--- src/rtl/ultrasound_pkg.sv ---
// Shared types and constants for the ultrasonic ranging controller.
// Holds the FSM encoding, microsecond-to-cycle helpers and the filter length.
package ultrasound_pkg;

  typedef enum logic [2:0] {
    ST_IDLE,
    ST_TRIG,
    ST_WAIT_ECHO,
    ST_MEASURE,
    ST_GAP
  } state_t;

  localparam int unsigned FILT_LEN = 3;

  function automatic int unsigned us_to_cyc(input int unsigned hz, input int unsigned us);
    return 32'((64'(hz) * 64'(us)) / 64'd1_000_000);
  endfunction

  // Sound round trip is ~58 us per centimetre of range.
  function automatic int unsigned cyc_per_cm(input int unsigned hz);
    return us_to_cyc(hz, 58);
  endfunction

endpackage

--- src/rtl/ultrasound_array_echo_sync.sv ---
// Two-flop synchroniser for one echo pin plus an edge register.
// rise/fall are single-cycle pulses, three cycles after the pin edge.
module echo_sync (
  input  logic clk,
  input  logic rst_n,
  input  logic echo,
  output logic rise,
  output logic fall
);

  logic s1_q, s1_d, s2_q, s2_d, s3_q, s3_d;

  always_comb begin
    s1_d = echo;
    s2_d = s1_q;
    s3_d = s2_q;
  end

  always_ff @(posedge clk or negedge rst_n) begin
    if (!rst_n) begin
      s1_q <= 1'b0;
      s2_q <= 1'b0;
      s3_q <= 1'b0;
    end else begin
      s1_q <= s1_d;
      s2_q <= s2_d;
      s3_q <= s3_d;
    end
  end

  assign rise = s2_q & ~s3_q;
  assign fall = ~s2_q & s3_q;

endmodule

--- src/rtl/ultrasound_array.sv ---
// Round-robin multi-channel HC-SR04 ranging: trigger, echo timing, cm conversion, proximity flags.
// Define ULTRASOUND_FILTER_EN to add a 3-publish hysteresis on each object_detected bit.
module ultrasound_array
  import ultrasound_pkg::*;
#(
  parameter int unsigned CLK_FREQ_HZ  = 50_000_000,
  parameter int unsigned N_CH         = 2,
  parameter int unsigned DIST_W       = 9,
  parameter int unsigned TRIG_US      = 10,
  parameter int unsigned ECHO_WAIT_US = 30_000,
  parameter int unsigned MAX_CM       = 400,
  parameter int unsigned DETECT_CM    = 20,
  parameter int unsigned GAP_US       = 60_000
) (
  input  logic                                     clk,
  input  logic                                     rst_n,
  input  logic                                     start_en,
  input  logic [N_CH-1:0]                          echo,
  output logic [N_CH-1:0]                          trigger,
  output logic [N_CH-1:0]                          object_detected,
  output logic [DIST_W-1:0]                        distance_cm,
  output logic [((N_CH > 1) ? $clog2(N_CH) : 1)-1:0] dist_ch,
  output logic                                     dist_valid,
  output logic                                     timeout
);

  localparam int unsigned CH_W       = (N_CH > 1) ? $clog2(N_CH) : 1;
  localparam int unsigned TRIG_CYC   = us_to_cyc(CLK_FREQ_HZ, TRIG_US);
  localparam int unsigned WAIT_CYC   = us_to_cyc(CLK_FREQ_HZ, ECHO_WAIT_US);
  localparam int unsigned GAP_CYC    = us_to_cyc(CLK_FREQ_HZ, GAP_US);
  localparam int unsigned CYC_PER_CM = cyc_per_cm(CLK_FREQ_HZ);
  localparam int unsigned TMR_MAX    = (TRIG_CYC > WAIT_CYC) ?
                                       ((TRIG_CYC > GAP_CYC) ? TRIG_CYC : GAP_CYC) :
                                       ((WAIT_CYC > GAP_CYC) ? WAIT_CYC : GAP_CYC);
  localparam int unsigned TMR_W      = $clog2(TMR_MAX + 1);
  localparam int unsigned PRE_W      = $clog2(CYC_PER_CM + 1);

  logic [N_CH-1:0] rise, fall;

  for (genvar i = 0; i < N_CH; i++) begin : g_sync
    echo_sync u_echo_sync (
      .clk   (clk),
      .rst_n (rst_n),
      .echo  (echo[i]),
      .rise  (rise[i]),
      .fall  (fall[i])
    );
  end

  state_t            state_q, state_d;
  logic [CH_W-1:0]   ch_q, ch_d, dch_q, dch_d;
  logic [TMR_W-1:0]  tmr_q, tmr_d;
  logic [PRE_W-1:0]  pre_q, pre_d;
  logic [DIST_W-1:0] cm_q, cm_d, dist_q, dist_d;
  logic [N_CH-1:0]   trigger_q, trigger_d, det_q, det_d;
  logic              vld_q, vld_d, to_q, to_d;

  logic              pub, pub_to, raw_near, pre_wrap;
  logic [DIST_W-1:0] pub_cm, cm_inc;

`ifdef ULTRASOUND_FILTER_EN
  logic [N_CH-1:0][1:0] filt_q, filt_d;
`endif

  always_comb begin
    state_d  = state_q;
    ch_d     = ch_q;
    tmr_d    = '0;
    pre_d    = pre_q;
    cm_d     = cm_q;
    pub      = 1'b0;
    pub_to   = 1'b0;
    pub_cm   = '0;
    pre_wrap = (pre_q == PRE_W'(CYC_PER_CM - 1));
    cm_inc   = pre_wrap ? cm_q + 1'b1 : cm_q;

    case (state_q)
      ST_IDLE: begin
        if (start_en) state_d = ST_TRIG;
      end
      ST_TRIG: begin
        tmr_d = tmr_q + 1'b1;
        if (tmr_q == TMR_W'(TRIG_CYC - 1)) begin
          state_d = ST_WAIT_ECHO;
          tmr_d   = '0;
        end
      end
      ST_WAIT_ECHO: begin
        tmr_d = tmr_q + 1'b1;
        if (rise[ch_q]) begin
          state_d = ST_MEASURE;
          pre_d   = '0;
          cm_d    = '0;
        end else if (tmr_q == TMR_W'(WAIT_CYC - 1)) begin
          pub     = 1'b1;
          pub_to  = 1'b1;
          pub_cm  = DIST_W'(MAX_CM);
          state_d = ST_GAP;
          tmr_d   = '0;
        end
      end
      ST_MEASURE: begin
        // The publish cycle itself is counted so rise/fall latencies cancel exactly.
        pre_d = pre_wrap ? '0 : pre_q + 1'b1;
        cm_d  = cm_inc;
        if (cm_inc >= DIST_W'(MAX_CM)) begin
          pub     = 1'b1;
          pub_to  = 1'b1;
          pub_cm  = DIST_W'(MAX_CM);
          state_d = ST_GAP;
        end else if (fall[ch_q]) begin
          pub     = 1'b1;
          pub_cm  = cm_inc;
          state_d = ST_GAP;
        end
      end
      ST_GAP: begin
        tmr_d = tmr_q + 1'b1;
        if (tmr_q == TMR_W'(GAP_CYC - 1)) begin
          ch_d    = (ch_q == CH_W'(N_CH - 1)) ? '0 : ch_q + 1'b1;
          state_d = start_en ? ST_TRIG : ST_IDLE;
          tmr_d   = '0;
        end
      end
      default: state_d = ST_IDLE;
    endcase

    trigger_d = '0;
    if (state_d == ST_TRIG) trigger_d[ch_d] = 1'b1;

    vld_d    = pub;
    to_d     = pub & pub_to;
    dist_d   = pub ? pub_cm : dist_q;
    dch_d    = pub ? ch_q : dch_q;
    det_d    = det_q;
    raw_near = !pub_to && (pub_cm < DIST_W'(DETECT_CM));
`ifdef ULTRASOUND_FILTER_EN
    filt_d = filt_q;
    if (pub) begin
      if (raw_near == det_q[ch_q]) begin
        filt_d[ch_q] = '0;
      end else if (filt_q[ch_q] == 2'(FILT_LEN - 1)) begin
        det_d[ch_q]  = raw_near;
        filt_d[ch_q] = '0;
      end else begin
        filt_d[ch_q] = filt_q[ch_q] + 1'b1;
      end
    end
`else
    if (pub) det_d[ch_q] = raw_near;
`endif
  end

  always_ff @(posedge clk or negedge rst_n) begin
    if (!rst_n) begin
      state_q   <= ST_IDLE;
      ch_q      <= '0;
      tmr_q     <= '0;
      pre_q     <= '0;
      cm_q      <= '0;
      trigger_q <= '0;
      det_q     <= '0;
      dist_q    <= '0;
      dch_q     <= '0;
      vld_q     <= 1'b0;
      to_q      <= 1'b0;
`ifdef ULTRASOUND_FILTER_EN
      filt_q    <= '0;
`endif
    end else begin
      state_q   <= state_d;
      ch_q      <= ch_d;
      tmr_q     <= tmr_d;
      pre_q     <= pre_d;
      cm_q      <= cm_d;
      trigger_q <= trigger_d;
      det_q     <= det_d;
      dist_q    <= dist_d;
      dch_q     <= dch_d;
      vld_q     <= vld_d;
      to_q      <= to_d;
`ifdef ULTRASOUND_FILTER_EN
      filt_q    <= filt_d;
`endif
    end
  end

  assign trigger         = trigger_q;
  assign object_detected = det_q;
  assign distance_cm     = dist_q;
  assign dist_ch         = dch_q;
  assign dist_valid      = vld_q;
  assign timeout         = to_q;

endmodule

--- config.mk ---
export PLATFORM = sky130hd
export DESIGN_NAME = ultrasound_array
export DESIGN_NICKNAME = d
export VERILOG_FILES = /design/src/rtl/ultrasound_pkg.sv /design/src/rtl/ultrasound_array_echo_sync.sv /design/src/rtl/ultrasound_array.sv
export SDC_FILE = /design/constraint.sdc
export NUM_CORES = 1
export LEC_CHECK = 0
export BUFFER_PORTS_ARGS = -buffer_cell sky130_fd_sc_hd__buf_2
export CAP_MARGIN = 20
export CELL_PAD_IN_SITES_DETAIL_PLACEMENT = 1
export CELL_PAD_IN_SITES_GLOBAL_PLACEMENT = 1
export CORE_MARGIN = 4
export CORE_UTILIZATION = 47
export CTS_BUF_LIST = sky130_fd_sc_hd__clkbuf_4 sky130_fd_sc_hd__clkbuf_8 sky130_fd_sc_hd__clkbuf_16
export DETAILED_ROUTE_END_ITERATION = 10
export PLACE_DENSITY = 0.82
export SLEW_MARGIN = 10
export SYNTH_ARGS = -nofsm -noshare
export SYNTH_HDL_FRONTEND = slang
export SYNTH_HIERARCHICAL = 1
export SYNTH_SLANG_ARGS = --single-unit
--- constraint.sdc ---
create_clock -name clk -period 3 [get_ports clk]
set_input_delay 0.3 -clock clk [delete_from_list [all_inputs] [get_ports clk]]
set_output_delay 0.3 -clock clk [all_outputs]
set_load 0.01 [all_outputs]
==> impl_metrics.json <==
{
  "grt_pass1_vias": 3118,
  "power_density_mw_per_mm2": 404,
  "dp.cells": 494,
  "rows": 31,
  "synth-async-reset-ratio_pct": 100,
  "viasPerCell": 5.89,
  "critPathSlowestCell": "or4b_4",
  "period_share_pct": 93.6,
  "ir_drop_v": 0.000341,
  "finalNonFillerCells": 511,
  "cts_max_path_buffers": 2,
  "coreArea_mm2": 0.00737,
  "crit_arrival_ns": 3.04,
  "finalCriticalPeriod_ns": 2.81,
  "path_clk_slew_ns": 0.08,
  "synth_edf_count": 0,
  "worstReg2RegEnd": "object_detected[1]$_DFFE_PN0P_",
  "ant_nets": 0,
  "drt-pass1-iter-count": 4,
  "place_congestion": 0.880,
  "cts_tree": "done",
  "die_area_mm2": 0.00916,
  "track_usage_pct": 22.4,
  "numPortBuffers": 20,
  "setup_ws_ns": 0.193,
  "cp-end-kind": "register",
  "path_class": "reg2reg",
  "syn_inst": 376,
  "fmax_mhz": 356,
  "layout-drive-gt1-share_pct": 17.2,
  "wl_per_cell_um": 18.2,
  "finalSetupViolCount": 0,
  "skew_ns": 0.0137,
  "start_util_pct": 49.1,
  "yosysSeqAreaShare_pct": 47.8,
  "pre_cts_ws_ns": 0.0901,
  "required_ns": 3.23,
  "cts_sinks": 69,
  "io_pins": 21,
  "h-tree-depth": 3,
  "synth_area_mm2": 0.00362,
  "reg2reg_from": "pre_q[1]$_DFFE_PN0P_",
  "grt.overflow.total": 0,
  "root_buffer": "clkbuf_8",
  "worst_pin_slew_ns": 0.635,
  "die_h_um": 95.7,
  "vias": 3010,
  "avgSynthCellArea_um2": 9.62,
  "yosys_warnings": 6,
  "crit_path_max_incr_delay_ns": 0.62,
  "synth_ff_type": "dfrtp_1",
  "die_w_um": 95.7,
  "p_total_uw": 1650,
  "reg2reg_depth": 8,
  "holdCritStartpoint": "echo[0]",
  "slew_headroom_pct": 57.5,
  "drv_slew": 0,
  "antenna_found_initial": 0,
  "path_cells": "ha_2 > nand4b_1 > or4b_4 > o21a_1 > o22ai_2 > o211ai_2 > nand3_1 > mux2_2",
  "rsz0062_at_grt": "no",
  "area_growth_pct": 13.0,
  "hold_violations": 0,
  "routed_wl_um": 9290,
  "min_to": "g_sync[0].u_echo_sync/s1_q$_DFF_PN0_",
  "p_leak_uw": 0.00194,
  "post-route-util_pct": 55.4,
  "post-cts-setup-buffers": 0,
  "ys_seq_elements": 69,
  "cts_buffers": 9,
  "synth_fp_nets": 384,
  "reg2reg_slack_ns": 0.19,
  "setup_tns_ns": 0,
  "grt_pass1_wl_um": 15900,
  "drc": 0,
  "holdPathStages": 1,
  "mostFrequentLayoutCells": "68 x dfrtp_1, 41 x nor2_1, 38 x nand2_1",
  "dp_hpwl_um": 6520,
  "path_max_fanout": 5,
  "status": "finished clean",
  "final_common_cell": "dfrtp_1",
  "drtIter0Drc": 105,
  "grt_start_max_net_pins": 70,
  "max-cap-violations": 0,
  "ys_types": 59,
  "diodes": 0,
  "clock_latency_ns": 0.35,
  "critPathLaunchType": "register",
  "fin_nets": 415,
  "min_path_type": "in2reg"
}
worst max-delay path, delay by kind of cell (launching register included):
kind | cells | cell delay, ns
and+or+nand+nor | 3 | 0.97
muxes | 1 | 0.35
adders and majority gates | 1 | 0.25
AOI/OAI and AO/OA | 3 | 0.72
DFF | 1 | 0.41
worst max path at each step:
stage | start | endpoint | slack [ns] | cells past startpoint
4_1_cts | pre_q[0]$_DFFE_PN0P_ | distance_cm[4]$_DFFE_PN0P_ | 0.08 | 8
6_report | pre_q[1]$_DFFE_PN0P_ | object_detected[1]$_DFFE_PN0P_ | 0.19 | 8
5_1_grt | pre_q[1]$_DFFE_PN0P_ | distance_cm[4]$_DFFE_PN0P_ | 0.05 | 8
2_1_floorplan | pre_q[3]$_DFFE_PN0P_ | object_detected[1]$_DFFE_PN0P_ | 0.38 | 7
3_3_place_gp | pre_q[0]$_DFFE_PN0P_ | object_detected[1]$_DFFE_PN0P_ | 0.24 | 8
3_5_place_dp | pre_q[0]$_DFFE_PN0P_ | object_detected[1]$_DFFE_PN0P_ | 0.09 | 8
power by group:
part | switching [uW] | internal [uW] | leakage (uW)
Clock | 363 | 313 | 0.0000897
Sequential | 1.96 | 933 | 0.000924
Combinational | 26.6 | 11.3 | 0.000923
Total | 392 | 1260 | 0.00194
area by class of cell:
| class | instances | area [um2] |
|---|---|---|
| Clock inverter | 5 | 27.5 |
| Inverter | 8 | 30.0 |
| Fill cell | 864 | 3280 |
| Clock buffer | 11 | 139 |
| Multi-Input combinational cell | 284 | 1810 |
| Timing Repair Buffer | 35 | 228 |
| Tap cell | 99 | 124 |
| Sequential cell | 69 | 1730 |
flip-flops by register name, summed over array words and instances (netlist names), 3 cells and up:
name / cells
tmr_q: 22
pre_q: 12
cm_q: 9
distance_cm: 9
state_q: 3
metal layers:
| metal | part of all wire [%] | track usage (%) | vias up |
|---|---|---|---|
| li1 | - | - | 1415 |
| met3 | 3.3 | 3.52 | 12 |
| met1 | 46 | 30.1 | 1523 |
| met5 | 0 | 0 | - |
| met4 | 1.4 | 7.35 | 0 |
| met2 | 49 | 37.1 | 60 |
stage by stage:
| step | cell area (um2) | hold slack (ns) |
|---|---|---|
| 2_1_floorplan | 3620 | 0.00441 |
| 3_3_place_gp | 3900 | 0.337 |
| 3_5_place_dp | 3900 | 0.339 |
| 4_1_cts | 4080 | 0.0501 |
| 5_1_grt | 4090 | 0.0430 |
| 6_report | 4090 | 0.0640 |
cell families (layout without fill, tap and decap cells):
logic type	after synthesis	in the layout	synth area share, %
buffers and inverters	23	59	2.42
DFF	69	69	47.8
xor gates and xnor gates	29	29	7.02
and+or+nand+nor	167	167	25.4
muxes	8	8	2.35
AOI/OAI and AO/OA	77	77	14.0
adders and majority gates	3	3	1.04
cells in the mapped netlist, types with 2 or more instances:
cell        n  area, um2
a21boi_0    2       15.0
o21ai_0    30        150
a21o_1      2       15.0
inv_1       8       30.0
and3_1     16        100
nand2_1    38        143
and4_1      3       26.3
o22ai_1     3       18.8
nand4_1    13       81.3
nor3_1      7       35.0
nand3b_1    2       15.0
xnor2_1    11       96.3
a21oi_1     8       40.0
a32o_1      2       20.0
mux2i_1     4       40.0
nand4b_1    3       26.3
nor4_1      5       31.3
dfrtp_1    69       1730
a211oi_1    2       15.0
o31ai_1     3       22.5
nor2b_1     5       31.3
xor2_1     18        158
ha_1        3       37.5
a31oi_1     6       37.5
mux2_2      4       45.0
nand3_1    13       65.1
o2bb2ai_1   4       35.0
and2_1      4       25.0
o21a_1      3       22.5
and2b_2     2       17.5
or3_1       2       12.5
clkbuf_1   14       52.6
nor2_1     41        154
timing repair:
action | CTS | global route
gates resized for setup | 0 | 3
endpoints found under the hold margin | 48 | 0
hold buffers | 1 | 0
endpoints found under the setup margin | 0 | 3
No activity file was read; power rests on OpenSTA's default activity.
